===== src/rtl/insert_y_pkg.sv =====
// Shared constants for the marker-digit insert/remove pair: word geometry,
// marker values, reserved position bounds and the builder FSM states.
package insert_y_pkg;

    localparam int N        = 98;
    localparam int RESERVED = 13;
    localparam int M        = N - RESERVED;
    localparam int K_W      = 7;

    localparam logic [1:0] Y_LO = 2'b11;
    localparam logic [1:0] Y_A  = 2'b10;
    localparam logic [1:0] Y_B  = 2'b01;
    localparam logic [1:0] Y_HI = 2'b11;

    // Reserved digit ranges; the removal stage strips exactly these positions.
    localparam int LO_FIRST = 0;
    localparam int LO_LAST  = 4;
    localparam int A_FIRST  = 14;
    localparam int A_LAST   = 16;
    localparam int B_FIRST  = 62;
    localparam int B_LAST   = 64;
    localparam int HI_FIRST = 96;
    localparam int HI_LAST  = 97;

    typedef enum logic [1:0] {IDLE, BUILD, HOLD} state_t;

    function automatic logic in_range(input logic [K_W-1:0] k, input int first, input int last);
        return (int'(k) >= first) && (int'(k) <= last);
    endfunction

endpackage


===== src/rtl/insert_y_posdec.sv =====
// Decodes a channel digit index into "reserved" plus the marker value to
// write there.
module insert_y_posdec
    import insert_y_pkg::*;
(
    input  logic [K_W-1:0] k,
    output logic           reserved,
    output logic [1:0]     marker
);

    always_comb begin
        // NOTE: every output gets a default before the branches so no path leaves it unassigned (no latch).
        reserved = 1'b1;
        marker   = 2'b00;
        if (in_range(k, LO_FIRST, LO_LAST)) begin
            marker = Y_LO;
        end else if (in_range(k, A_FIRST, A_LAST)) begin
            marker = Y_A;
        end else if (in_range(k, B_FIRST, B_LAST)) begin
            marker = Y_B;
        end else if (in_range(k, HI_FIRST, HI_LAST)) begin
            marker = Y_HI;
        end else begin
            reserved = 1'b0;
        end
    end

endmodule


===== src/rtl/insert_y.sv =====
// Builds the N-digit channel word one digit per cycle from an M-digit payload,
// inserting fixed markers at the reserved positions, then holds it for the consumer.
module insert_y
    import insert_y_pkg::*;
(
    input  logic             clk,
    input  logic             rst,
    input  logic             in_valid,
    output logic             in_ready,
    input  logic [2*M-1:0]   word_in,
    input  logic [K_W-1:0]   word_in_len,
    output logic             out_valid,
    input  logic             out_ready,
    output logic [2*N-1:0]   word_out,
    output logic [K_W-1:0]   word_out_len,
    output logic             len_err
);

    state_t           state, state_next;
    logic [K_W-1:0]   k;
    logic [K_W-1:0]   consumed;
    logic [2*M-1:0]   payload;
    logic [2*N-1:0]   word;
    logic             len_err_q;
    logic             k_reserved;
    logic [1:0]       k_marker;
    logic             last_digit;

    assign last_digit = (k == K_W'(N - 1));

    insert_y_posdec u_posdec (
        .k        (k),
        .reserved (k_reserved),
        .marker   (k_marker)
    );

    always_ff @(posedge clk or negedge rst) begin
        if (!rst) state <= IDLE;
        else      state <= state_next;
    end

    always_comb begin
        state_next = state;
        case (state)
            IDLE:    if (in_valid)   state_next = BUILD;
            BUILD:   if (last_digit) state_next = HOLD;
            HOLD:    if (out_ready)  state_next = IDLE;
            default:                 state_next = IDLE;
        endcase
    end

    // NOTE: the payload and word registers are reset too, so a build cut short by reset leaves nothing behind.
    always_ff @(posedge clk or negedge rst) begin
        if (!rst) begin
            k         <= '0;
            consumed  <= '0;
            payload   <= '0;
            word      <= '0;
            len_err_q <= 1'b0;
        end else begin
            // NOTE: non-blocking assignments keep every register update based on pre-edge values.
            case (state)
                IDLE: begin
                    if (in_valid) begin
                        payload   <= word_in;
                        k         <= '0;
                        consumed  <= '0;
                        word      <= '0;
                        len_err_q <= (word_in_len != K_W'(M));
                    end
                end
                BUILD: begin
                    word[{k, 1'b0} +: 2] <= k_reserved ? k_marker : payload[1:0];
                    if (!k_reserved) begin
                        payload  <= payload >> 2;
                        consumed <= consumed + K_W'(1);
                    end
                    k <= k + K_W'(1);
                end
                default: ;
            endcase
        end
    end

    // in_ready is forced low while reset is asserted so every output reads 0 then.
    assign in_ready     = rst && (state == IDLE);
    assign out_valid    = (state == HOLD);
    assign word_out_len = out_valid ? K_W'(N) : '0;
    assign word_out     = word;
    assign len_err      = len_err_q;

    a_consumed_m: assert property (@(posedge clk) disable iff (!rst)
        (state == BUILD && last_digit) |-> (consumed == K_W'(M)));

endmodule


===== config.mk =====
export PLATFORM = sky130hd
export DESIGN_NAME = insert_y
export DESIGN_NICKNAME = d
export VERILOG_FILES = /design/src/rtl/insert_y_pkg.sv /design/src/rtl/insert_y_posdec.sv /design/src/rtl/insert_y.sv
export SDC_FILE = /design/constraint.sdc
export NUM_CORES = 1
export LEC_CHECK = 0
export BUFFER_PORTS_ARGS = -buffer_cell sky130_fd_sc_hd__buf_2
export CORE_MARGIN = 5
export CORE_UTILIZATION = 30
export CTS_BUF_LIST = sky130_fd_sc_hd__clkbuf_4
export DETAILED_ROUTE_END_ITERATION = 7
export HOLD_SLACK_MARGIN = 0.02
export PLACE_DENSITY = 0.52
export SKIP_CTS_REPAIR_TIMING = 1
export SKIP_LAST_GASP = 1
export SLEW_MARGIN = 20
export SYNTH_ARGS = -nofsm -noshare
export SYNTH_HDL_FRONTEND = slang
export SYNTH_SLANG_ARGS = --single-unit

===== constraint.sdc =====
create_clock -name clk -period 3.7 [get_ports clk]
set_input_delay 0.74 -clock clk [delete_from_list [all_inputs] [get_ports clk]]
set_output_delay 0.74 -clock clk [all_outputs]
set_load 0.02 [all_outputs]

==> impl_metrics.ini <==
[status]
status = finished clean

[min_path]
hold_path_class = input pin to register
min_path_cells = 3
whs_endpoint = payload[168]
hold_start = word_in[168]

[routing]
wl_per_cell_um = 20.2
vias = 16000
detail_route.iter0.violations = 1167
drc = 0
wl_mm = 62.8
first_pass_iters = 5
antenna_left = 0
via_per_inst = 5.13

[yosys]
netlist_instances = 1884
synth.distinct_cells = 68
synth_seq_cells = 376
yosysSeqAreaShare_pct = 53.4
synth.avg_cell_area_sq_um = 9.35
yosys_warnings = 0
yosysTopAreaCell = dfrtp_1
yosysTopAreaCellShare_pct = 53.4
synth-edff-count = 0
async_flop_share_pct = 100
syn_area_sq_um = 17600
ys.flop_type = dfrtp_1
ys_top_cells_by_area = dfrtp_1 53%, nand2_1 9.8%, a31oi_1 6.0%, mux2i_1 4.4%, nor2_1 4.2%

[global_routing]
grt_pass1_vias = 15700
grtUsageTotal_pct = 19.0
antenna_found_initial = 1
grt_start_max_net_pins = 173
overflow = 0
grt_pass1_wl_mm = 95.3

[sta]
skew_ns = 0.0683
setup_ws_ns = 0.597
rsz0062_at_grt = false
finalSetupViolCount = 0
final.setup.tns_ns = 0
min_period_over_period_pct = 83.9
finalHoldViolations = 0
fmax_mhz = 322
slew_viol_final = 0
whs_ns = 0.130
period_minus_slack_ns = 3.10
slew_headroom_pct = 27.8
worstMarginPinSlew_ns = 1.08

[clock_network]
cts_buffers = 107
cts_tree = built
clk_latency_ns = 0.88
clk_pin_slew_ns = 0.08
cts.path.max_buffers = 3
h-tree-depth = 3
cts_root_buffer = clkbuf_4
clock_sinks = 376

[die]
placementRows = 88
core-area_sq_um = 57900
die_area_sq_um = 63700
fp.dieW_um = 252
die_h_um = 252
pin_count = 387
start_util_pct = 30.4

[worst_setup_path]
worstPathRequired_ns = 4.46
worstSetupPathType = register to register
path_max_fanout = 57
worstReg2RegEnd = word_out[90]
crit_arrival_ns = 3.86
crit_start = k[1]
r2r_start = k[1]
setup.worst_path.end_class = register
reg2reg_slack_ns = 0.60
cp-start-kind = register
reg2reg_depth = 8

[final_layout]
fill_cells = 6067
nets = 2442
drive_gt1_share_pct = 28.0
area_delta_synth_final_pct = 22.9
seq_area_sq_um = 9410
multi_input_area_sq_um = 7400

[placed_design]
dp_slack_ns = 0.604
globalplace.congestion = 0.859
dpl.hpwl_mm = 43.3
port_buffers = 382

[power]
power_density_nw_per_um2 = 935
power_mw = 20.2
peakVddDrop_v = 0.000588
p_leak_nw = 10.2

[job]
cap_violations = 0
## how the worst max path moves through the flow
stage | to | slack (ns) | cells past startpoint
after CTS | word_out[90] | 0.65 | 8
after floorplan | word_out[61] | 0.92 | 10
after global routing | word_out[86] | 0.43 | 8
final | word_out[90] | 0.60 | 8
after detailed placement | word_out[91] | 0.60 | 8
after global placement | word_out[83] | 0.74 | 8
## sequential cells by signal (all words and copies together) (netlist names)
name,flops
word_out,196
payload,170
state,2
k,7
len_err,1
## report_power, final
| part | internal [mW] | leakage (nW) | switching (mW) | total (mW) |
|---|---|---|---|---|
| Clock | 2.07 | 0.826 | 1.89 | 3.95 |
| Sequential | 5.69 | 4.66 | 0.958 | 6.65 |
| Combinational | 3.01 | 4.69 | 6.62 | 9.63 |
| Total | 10.8 | 10.2 | 9.47 | 20.2 |
## per-layer routing
layer | up-vias | track usage, % | routed length [um]
met5 | - | 0 | 0
met4 | 0 | 5.60 | 1210
met3 | 89 | 5.34 | 5480
met2 | 622 | 30.2 | 29200
met1 | 7782 | 25.4 | 27000
li1 | 7460 | - | -
## layout by cell type, fill, tap and decap left out, drive strengths merged, types with 4 or more instances in the layout
cell    count
o32ai       7
o311ai     25
or3b        4
o21ai      23
clkinv     28
mux2i      78
inv         8
nand2b      8
clkbuf    162
nand4       9
nor2b       4
conb        4
nand2     463
nor3       39
ha          5
or4         8
dfrtp     376
nand3b      4
or3         5
o31ai      90
or2        16
nor4        6
a31oi     168
a21oi       8
o22ai       4
nor2      199
o41ai       5
buf       439
nand3      47
o211ai     64
## critical path, cell delays in order (launching register included)
cell     delay (ns)
dfrtp_1        0.53
inv_1          0.16
ha_1           0.46
or4b_4         0.58
o21ai_4        0.25
nand3_2        0.13
buf_12         0.21
or2_0          0.43
o31ai_1        0.27
## synthesized netlist by cell type, types with 4 or more instances
cell      instances
a21oi_1           8
a31oi_1         168
buf_2            58
buf_4            12
buf_6             6
clkbuf_1        101
dfrtp_1         376
ha_1              5
inv_1             5
mux2i_1          78
nand2_1         462
nand2b_1          8
nand3_1          46
nand3b_1          4
nand4_1           8
nor2_1          199
nor2b_1           4
nor3_1           32
nor3_2            7
o211ai_1         63
o21ai_0          19
o22ai_1           4
o311ai_0         25
o31ai_1          89
o32ai_1           7
or2_2            10
or3_1             5
or4_1             4
or4_4             4
## kinds of logic (layout without fill, tap and decap cells)
kind of cell	after synthesis	count (layout)	synth area share [%]
other	1	5	0.0213
flip-flops	376	376	53.4
multiplexers	78	78	4.43
buffers and inverters	185	641	4.86
adder cells (fa/ha/maj)	5	5	0.355
AND/OR/NAND/NOR	824	824	20.2
XOR/XNOR	4	4	0.199
AO/OA/AOI/OAI	411	411	16.6
## through the flow
step                      std cells  area [sq um]  utilization [%]
after floorplan                1887         17600                -
after global placement         2911         20200             35.0
after detailed placement       2911         20200             35.0
after CTS                      3107         21600             37.4
after global routing           3109         21700             37.4
final                          3109         21700             37.4
## area by class of cell
| type | count | share of cell area, % |
|---|---|---|
| antenna | 1 | 0.0116 |
| tap | 765 | 4.42 |
| sequential | 376 | 43.5 |
| clock buffer | 162 | 5.62 |
| clock inverter | 34 | 0.792 |
| inverter | 5 | 0.0867 |
| multi-input combinational | 1326 | 34.2 |
| timing repair buffer | 440 | 11.4 |
Power figures use the tool's default switching activity.
